<file path="src/rtl/fifo_top.sv">
// 16x8 single-clock FIFO with first-word-fall-through output.
// Flags: empty, full, threshold, and sticky overflow/underflow.
module fifo_top #(
    parameter int DATA_WIDTH = 8,
    parameter int ADDR_WIDTH = 4,
    parameter int THRESHOLD  = 8
) (
    input  logic                  rdEn,
    input  logic                  wrEn,
    input  logic [DATA_WIDTH-1:0] data_in,
    output logic [DATA_WIDTH-1:0] data_out,
    output logic                  fifo_threshold,
    output logic                  fifo_empty,
    output logic                  fifo_overflow,
    output logic                  fifo_underflow,
    output logic                  fifo_full,
    input  logic                  reset,
    input  logic                  clk
);

    localparam int DEPTH = 2 ** ADDR_WIDTH;

    logic [DATA_WIDTH-1:0] mem [DEPTH];
    logic [ADDR_WIDTH:0]   wr_ptr;
    logic [ADDR_WIDTH:0]   rd_ptr;
    logic [ADDR_WIDTH:0]   occupancy;
    logic                  we;
    logic                  re;

    // The extra pointer MSB distinguishes full from empty when the indices match.
    assign occupancy      = wr_ptr - rd_ptr;
    assign fifo_empty     = (wr_ptr == rd_ptr);
    assign fifo_full      = (wr_ptr[ADDR_WIDTH-1:0] == rd_ptr[ADDR_WIDTH-1:0]) &&
                            (wr_ptr[ADDR_WIDTH] != rd_ptr[ADDR_WIDTH]);
    assign fifo_threshold = (occupancy >= (ADDR_WIDTH + 1)'(THRESHOLD));

    assign we       = wrEn & ~fifo_full;
    assign re       = rdEn & ~fifo_empty;
    assign data_out = mem[rd_ptr[ADDR_WIDTH-1:0]];

    // NOTE: storage is reset along with the pointers so data_out reads 0 after
    // reset; this costs a reset net on every bit but is required behaviour here.
    always_ff @(posedge clk or negedge reset) begin
        if (!reset) begin
            for (int i = 0; i < DEPTH; i++) begin
                mem[i] <= '0;
            end
        end else if (we) begin
            mem[wr_ptr[ADDR_WIDTH-1:0]] <= data_in;
        end
    end

    always_ff @(posedge clk or negedge reset) begin
        if (!reset) begin
            wr_ptr <= '0;
            rd_ptr <= '0;
        end else begin
            if (we) wr_ptr <= wr_ptr + 1'b1;
            if (re) rd_ptr <= rd_ptr + 1'b1;
        end
    end

    // Sticky error flags: a new offending request outranks a same-edge clear.
    always_ff @(posedge clk or negedge reset) begin
        if (!reset) begin
            fifo_overflow  <= 1'b0;
            fifo_underflow <= 1'b0;
        end else begin
            if (wrEn && fifo_full)       fifo_overflow <= 1'b1;
            else if (re)                 fifo_overflow <= 1'b0;

            if (rdEn && fifo_empty)      fifo_underflow <= 1'b1;
            else if (we)                 fifo_underflow <= 1'b0;
        end
    end

endmodule

</file>
<file path="config.mk">
export PLATFORM = sky130hd
export DESIGN_NAME = fifo_top
export DESIGN_NICKNAME = d
export VERILOG_FILES = /design/src/rtl/fifo_top.sv
export SDC_FILE = /design/constraint.sdc
export NUM_CORES = 1
export LEC_CHECK = 0
export CAP_MARGIN = 20
export CORE_ASPECT_RATIO = 0.75
export CORE_MARGIN = 2
export CORE_UTILIZATION = 30
export DETAILED_ROUTE_END_ITERATION = 12
export PLACE_DENSITY = 0.47
export SKIP_CTS_REPAIR_TIMING = 1
export SKIP_LAST_GASP = 1
export SLEW_MARGIN = 20
export SYNTH_ARGS = -nofsm -noshare
export SYNTH_HDL_FRONTEND = slang
export SYNTH_SLANG_ARGS = --single-unit
export TNS_END_PERCENT = 30
</file>
<file path="constraint.sdc">
create_clock -name clk -period 3 [get_ports clk]
set_input_delay 0.6 -clock clk [delete_from_list [all_inputs] [get_ports clk]]
set_output_delay 0.6 -clock clk [all_outputs]
set_load 0.02 [all_outputs]
</file>
After elaboration in Yosys (flattened, before gate mapping)
Index checks and enable logic that the tools add are counted.
{"block": "word_totals", "reg_bits": 140, "latch_bits": 0, "ramBits": 0, "mem_bits_ro": 0, "memories": 0}
{"block": "op_classes", "add_sub_neg": 3, "mul": 0, "div_mod_pow": 0, "n_lt_le_gt_ge": 4, "eq_ne": 3, "n_shift": 0, "mux": 10, "bitwise_logic": 6, "reduce_logical": 6}
{"op": "$bwmux 128", "count": 1}
{"op": "$bmux 8 s4", "count": 1}
{"op": "$demux 8 s4", "count": 1}
{"op": "$mux 8", "count": 3}
{"op": "$add 5x1->5 const B", "count": 2}
{"op": "$ge 5x5->1 const B", "count": 2}
{"op": "$not 4->5", "count": 2}
{"op": "$eq 5x5->1", "count": 1}
{"op": "$ge 5x4->1 const B", "count": 1}
{"op": "$lt 5x1->1 const B", "count": 1}
{"op": "$sub 5x5->5", "count": 1}
{"op": "$eq 4x4->1", "count": 1}
{"op": "$logic_and 1x1->1", "count": 4}
{"op": "$mux 1", "count": 4}
{"op": "$reduce_bool 2->1", "count": 2}
{"op": "$and 1x1->1", "count": 2}
{"op": "$not 1->1", "count": 2}
{"op": "$ne 1x1->1", "count": 1}

Logic depth before layout (Yosys ltp)
Gate-level depths: netlist of run 1.
{"block": "logic_depth", "ltp_word": 6, "ltp_mapped": 9, "mapped_depth_nobuf": 7}

Least setup slack after synthesis of run 1
Ideal clock, no wire load.
{"block": "synth_timing", "kind": "register to output", "start": "register rd_ptr[1]", "end": "output port fifo_threshold", "arrival_time_ps": 2296, "required_time_ps": 2400, "path_slack_ps": 104, "stages_incl_launch_ff": 9, "n_path_buf": 2, "cell_sequence": "dfrtp_1 clkbuf_1 clkbuf_1 inv_1 ha_1 nand2_1 o21ai_0 mux2i_1 a2bb2oi_1"}
{"block": "synth_via", "elab_chain_cells": 2}
{"item": "start: declaration", "line": "25", "text": "logic [ADDR_WIDTH:0] rd_ptr;"}
{"item": "start signal: assignment", "line": "59", "text": "if (re) rd_ptr <= rd_ptr + 1'b1;"}
{"item": "$sub 5x5->5", "line": "31", "text": "assign occupancy = wr_ptr - rd_ptr;"}
{"item": "$ge 5x4->1", "line": "35", "text": "assign fifo_threshold = (occupancy >= (ADDR_WIDTH + 1)'(THRESHOLD));"}
{"item": "end: declaration", "line": "12", "text": "output logic fifo_threshold,"}
No other way between the ends.

Worst setup path in the final report of run 1
{"block": "layout_timing", "start": "register rd_ptr[0]", "end": "output port data_out[1]"}
{"block": "layout_via", "elab_chain_cells": 4}
{"item": "$not 4->5 (implied by the code)", "line": "39", "text": "assign data_out = mem[rd_ptr[ADDR_WIDTH-1:0]];"}
{"item": "$bmux 8 s4", "line": "39"}
{"item": "$mux 8 (implied by the code) (2 in a row)", "line": "39"}
{"item": "end: declaration", "line": "11", "text": "output logic [DATA_WIDTH-1:0] data_out,"}
No other way between the ends. The select of a mux whose other input is x is not followed.

==> results of run 1 <==
[final cells by class]
type	count	area, µm²	area share, %
timing repair buffer	45	456.7	5.741
clock inverter	12	160.2	2.013
sequential	140	3507	44.09
tap	288	360.3	4.530
clock buffer	20	466.7	5.867
inverter	8	30.03	0.3775
multi-input combinational	256	2974	37.39
[cell usage after synthesis]
| library cell | instances | share of area (%) |
|---|---|---|
| dfrtp_1 | 140 | 53 |
| mux2_2 | 130 | 22 |
| mux4_2 | 32 | 11 |
| nand2_1 | 18 | 1.0 |
| a22oi_1 | 16 | 1.8 |
| clkbuf_1 | 12 | 0.68 |
| ha_1 | 9 | 1.7 |
| xnor2_1 | 9 | 1.2 |
| buf_2 | 7 | 0.53 |
| inv_1 | 7 | 0.40 |
| nor2_1 | 6 | 0.34 |
| nand3_2 | 4 | 0.61 |
| nand4_1 | 4 | 0.38 |
| nand4_2 | 4 | 0.76 |
| nor4b_4 | 4 | 1.4 |
| a21oi_1 | 2 | 0.15 |
| mux2i_1 | 2 | 0.30 |
| nand3_1 | 2 | 0.15 |
| nor2b_1 | 2 | 0.19 |
| a21boi_0 | 1 | 0.11 |
| a21oi_4 | 1 | 0.25 |
| a22o_1 | 1 | 0.13 |
| a22o_2 | 1 | 0.15 |
| a2bb2oi_1 | 1 | 0.13 |
| and4_4 | 1 | 0.17 |
| buf_4 | 1 | 0.11 |
| fa_1 | 1 | 0.30 |
| inv_2 | 1 | 0.057 |
| nand2b_1 | 1 | 0.095 |
| nand3b_1 | 1 | 0.11 |
| o211a_1 | 1 | 0.15 |
| o21ai_0 | 1 | 0.076 |
| xor2_1 | 1 | 0.13 |
[registers in the layout, indices dropped and copies added, names as in the netlist]
register and cells:
fifo_overflow 1, wr_ptr 5, fifo_underflow 1, mem 128, rd_ptr 5
[power groups by stage]
stage / combinational [mW] / sequential [mW] / clock (mW)
after global placement: 4.12 / 3.28 / 0
after detailed placement: 4.19 / 3.32 / 0
final: 4.11 / 3.29 / 2.23
after floorplan: 2.92 / 3.15 / 0
after CTS: 4.19 / 3.29 / 2.28
after global routing: 4.45 / 3.42 / 2.38
[per-layer routing]
| layer | wire length [µm] | up-vias | global-route usage [%] |
|---|---|---|---|
| met5 | 0 | - | 0 |
| met4 | 132 | 0 | 3.194 |
| met3 | 600 | 12 | 3.403 |
| met2 | 7374 | 48 | 22.94 |
| met1 | 8202 | 2007 | 21.97 |
| li1 | - | 1679 | - |
[cells by family after synthesis]
family / after synthesis / synth area share (%)
xor+xnor: 10 / 1.329
mux: 164 / 33.45
simple gates: 47 / 5.278
buf+inv: 28 / 1.785
fa+ha+maj: 10 / 2.013
flops: 140 / 53.16
compound gates: 25 / 2.981
[worst max-delay path, stage by stage, from the launching register on]
cell             delay (ps)
dfrtp_2                 480
buf_12                  220
mux4_2                  550
a22oi_1                 290
nand2_1                 100
clkdlybuf4s50_1         550
[stage by stage]
stage	hold slack [ps]	cell area, µm²	total power, mW	TNS (ps)
6_report	168.5	7955	9.628	-1121
5_1_grt	201.1	7955	10.25	-2136
4_1_cts	177.0	7941	9.762	-2413
3_5_place_dp	484.4	7315	7.507	0
2_1_floorplan	304.4	6590	6.065	0
3_3_place_gp	481.5	7315	7.407	0
[worst paths after layout]
kind	to	from	cells past startpoint
worst max-delay path	data_out[1]	rd_ptr[0]	5
worst min-delay path	mem[80]	reset	1
worst max register to register	mem[0]	rd_ptr[3]	6
worst min register to register	mem[106]	mem[106]	1
max in group asynchronous	mem[65]	reset	2
min in group clk	mem[106]	mem[106]	1
==> summary.md, run 1 <==
| Metric | Value |
|---|---|
| DP Cell Count | `737` |
| DR pass1 iterations | `4` |
| Net Count, Synth | `446` |
| Area grow syn2layout | `20.71%` |
| RD Place Congestion | `0.7798` |
| F_max | `310.2 MHz` |
| Commonest non-fill, non-tap cells in the layout | `dfrtp_1, mux2_2, mux4_2, clkdlybuf4s50_1, nand2_1` |
| CTS tree | `done` |
| Share of cells above drive strength 1 | `49.06%` |
| Count of cell types in the netlist | `33` |
| Residual DRC | `0` |
| Sw Ratio | `33.31%` |
| Slew @ Worst Pin | `800.2 ps` |
| Worst hold path class | `input pin to async pin` |
| I/O Buffers | `24` |
| Starting Density | `30.86%` |
| Final Hold Fails | `0` |
| Pre-CTS setup slack | `138.3 ps` |
| Slew HR | `46.49%` |
| Layout Skew | `7.807 ps` |
| Post-DP HPWL | `11020 µm` |
| Clk pwr share | `23.1%` |
| Critical path fanouts, max | `16` |
| Wire per inst | `21.21 µm` |
| Worst EP required | `2400 ps` |
| Critical path arrival | `2620 ps` |
| Startpoint Class | `flip-flop` |
| Buffer depth of the longest clock path | `2` |
| Post-route ant nets | `0` |
| Worst setup EP type | `primary output` |
| Fillers | `2016` |
| Core Box Area | `21350 µm²` |
| Worst vdd ir | `0.0004686 V` |
| Crit Path Class | `flip-flop to primary output` |
| Via Count | `3746` |
| Die Width | `175.1 µm` |
| Pwr/cell area | `1210 nW/µm²` |
| Vias in the first global route | `4209` |
| Cells after Synth | `424` |
| Final number of setup-violating endpoints | `8` |
| Leakage | `3.431 nW` |
| Fin worst setup slack | `-223.9 ps` |
| Clock transition at the registers of the reported paths | `60 ps` |
| Tmin final | `3224 ps` |
| Layout Nets | `490` |
| Psw | `3.207 mW` |
| Starting DRT DRC Count | `180` |
| Sequential share of power | `34.2%` |
| Final worst-path cycle share | `107.5%` |
| FF+latch count, synth | `140` |
| CTS Buf Count | `17` |
| First-pass GRT wire length | `25720 µm` |
| Max cap viols | `0` |
| Finished Core Util | `37.26%` |
| Vias/cell | `4.871` |
| Failing checks | `negative setup slack` |
| Clock latency on the worst-skew pair | `410 ps` |
| Initial antenna violation count | `0` |
| Status | `finished with violations` |
| Commonest non-fill, non-tap cell in the layout | `dfrtp_1` |
| Die Y-Extent | `132.4 µm` |
| Non-filler cells, final | `769` |
| Seq/Total Area, Yosys | `53.16%` |
| Comb power frac | `42.7%` |
| Syn Area/Cell | `15.54 µm²` |
| Ant. Diodes | `0` |
| Pint | `6.421 mW` |
| H-tree lvl count | `4` |
| FP Rows | `46` |
| R2R Setup Slk | `480 ps` |
| # IOs | `25` |
| Die area | `23180 µm²` |
| Detailed Route WL | `16310 µm` |
| Clk sink count | `140` |
| Mapped cell area | `6590 µm²` |
| RSZ-0062 raised after global routing | `yes` |
| Largest net degree at the start of global routing | `60` |
| Total GRT Usage | `15.07%` |
| Final Max Slew Viols | `0` |
| Grt total ovfl | `0` |
| Root Buffer Master | `clkbuf_16` |
| Yosys warns | `0` |
(Power assumes the default switching activity.)
==> run 2, diff against run 1 <==
- CORE_ASPECT_RATIO: 0.75 -> 0.8
- TNS_END_PERCENT: 30 -> 10
==> run 2 against run 1 <==
Critical path depth unchanged. Utilization down 0.32 points. Global-route usage barely moved. Sequential share of layout area fell by 0.073 points. Final cell count is 1.2% lower. The flow still finishes with violations (negative setup slack). Critical endpoint is now data_out[2]. Via count increased by 1.7%. Register-to-register slack got worse by 20 ps. Clock-buffer cell count is the same. Worst hold slack lost 17 ps. Total power up 0.84%. Combinational power up 1%.
==> summary.md, run 2 (synthesis gave the netlist of run 1 again) <==
| Metric | Value |
|---|---|
| Area grow syn2layout | `20.83%` |
| Status | `finished with violations` |
| Tmin final | `3227 ps` |
| Detailed Route WL | `16090 µm` |
| Worst EP required | `2400 ps` |
| FP Rows | `48` |
| Initial antenna violation count | `1` |
| CTS tree | `done` |
| Root Buffer Master | `clkbuf_16` |
| Layout Skew | `6.933 ps` |
| R2R Setup Slk | `460 ps` |
| Final number of setup-violating endpoints | `10` |
| Residual DRC | `0` |
| Clk sink count | `140` |
| Pwr/cell area | `1219 nW/µm²` |
| Critical path fanouts, max | `5` |
| Sequential share of power | `33.9%` |
| Core Box Area | `21560 µm²` |
| Buffer depth of the longest clock path | `2` |
| Worst vdd ir | `0.0005499 V` |
| Clock transition at the registers of the reported paths | `60 ps` |
| H-tree lvl count | `4` |
| Sw Ratio | `32.91%` |
| Fin worst setup slack | `-226.6 ps` |
| Clock latency on the worst-skew pair | `420 ps` |
| Setup crit end | `data_out[2]` |
| Commonest non-fill, non-tap cells in the layout | `dfrtp_1, mux2_2, mux4_2, clkdlybuf4s50_1, buf_4` |
| Via Count | `3810` |
| RSZ-0062 raised after global routing | `yes` |
| Comb power frac | `43.0%` |
| FF-to-FF End | `mem[6]` |
| Layout Nets | `493` |
| Worst hold path class | `input pin to async pin` |
| Post-route ant nets | `0` |
| Tot Pwr | `9.709 mW` |
| Slew @ Worst Pin | `626.2 ps` |
| Most flops, register | `mem` |
| Die Width | `169.7 µm` |
| Commonest non-fill, non-tap cell in the layout | `dfrtp_1` |
| Psw | `3.195 mW` |
| Final Hold Fails | `0` |
| Final Max Slew Viols | `0` |
| # IOs | `25` |
| Max cap viols | `0` |
| Leakage | `3.448 nW` |
| Crit Path Class | `flip-flop to primary output` |
| Worst setup EP type | `primary output` |
| First-pass GRT wire length | `25510 µm` |
| F_max | `309.9 MHz` |
| Vias/cell | `5.013` |
| Failing checks | `negative setup slack` |
| Non-filler cells, final | `760` |
| Wire per inst | `21.17 µm` |
| Final worst-path cycle share | `107.6%` |
| Crit path launch | `rd_ptr[0]` |
| Worst Reg-to-Reg Cells | `6` |
| I/O Buffers | `24` |
| Critical path arrival | `2630 ps` |
| Die Y-Extent | `136.6 µm` |
| Top Registers | `mem (128), rd_ptr (5), wr_ptr (5)` |
| Clk pwr share | `23.2%` |
| Max FFs per register | `128` |
| Startpoint Class | `flip-flop` |
| Pint | `6.514 mW` |
| Starting DRT DRC Count | `249` |
| DP Cell Count | `725` |
| CTS Buf Count | `17` |
| DR pass1 iterations | `5` |
| Vias in the first global route | `4237` |
| RD Place Congestion | `0.7859` |
| Pre-CTS setup slack | `142.6 ps` |
| Starting Density | `30.57%` |
| Total GRT Usage | `15.03%` |
| Critical R2R Launch | `rd_ptr[3]` |
| Share of cells above drive strength 1 | `48.76%` |
| Largest net degree at the start of global routing | `60` |
| Grt total ovfl | `0` |
| Slew HR | `58.13%` |
| Post-DP HPWL | `10610 µm` |
| Die area | `23180 µm²` |
run 2: worst max-delay path, stage by stage, from the launching register on:
cell             delay, ps
dfrtp_2                490
buf_4                  220
mux4_2                 540
a22oi_1                310
nand2_1                100
clkdlybuf4s50_1        550
run 2: worst min path at each step:
stage / slack, ps / end / start / cells past startpoint
floorplan: 300 / fifo_overflow / reset / 0
finish: 150 / mem[3] / reset / 1
detailed placement: 490 / mem[109] / mem[109] / 1
global route: 170 / mem[3] / reset / 1
CTS: 160 / mem[3] / reset / 1
global placement: 480 / mem[65] / mem[65] / 1
run 2: per-layer routing:
layer / global-route usage (%) / part of all wire, %
met4: 4.463 / 1.1
met1: 21.35 / 51
met2: 22.95 / 45
met5: 0 / 0
met3: 3.586 / 3.3
run 2: layout make-up:
| type | instances | area (µm²) |
|---|---|---|
| clock buffers | 20 | 456.7 |
| clock inverters | 12 | 168.9 |
| multi-input cells | 256 | 2974 |
| fillers | 2065 | 13600 |
| diodes | 1 | 2.502 |
| well taps | 275 | 344.1 |
| flip-flops and latches | 140 | 3505 |
| repair buffers | 48 | 481.7 |
| inverters | 8 | 30.03 |
run 2: through the flow:
stage	setup TNS [ps]	util (%)	area [µm²]	hold WS [ps]
detailed placement	0	33.82	7292	487.8
finish	-1231	36.93	7963	151.6
floorplan	0	-	6590	304.4
global route	-2197	36.92	7960	174.6
CTS	-2332	36.72	7918	157.8
global placement	0	33.82	7292	482.6
run 2: power groups by stage:
stage	clock network (mW)	logic, mW	registers [mW]
after floorplan	0	2.92	3.15
after global placement	0	4.10	3.26
after detailed placement	0	4.16	3.31
after CTS	2.31	4.17	3.28
after global routing	2.39	4.53	3.41
final	2.25	4.17	3.29
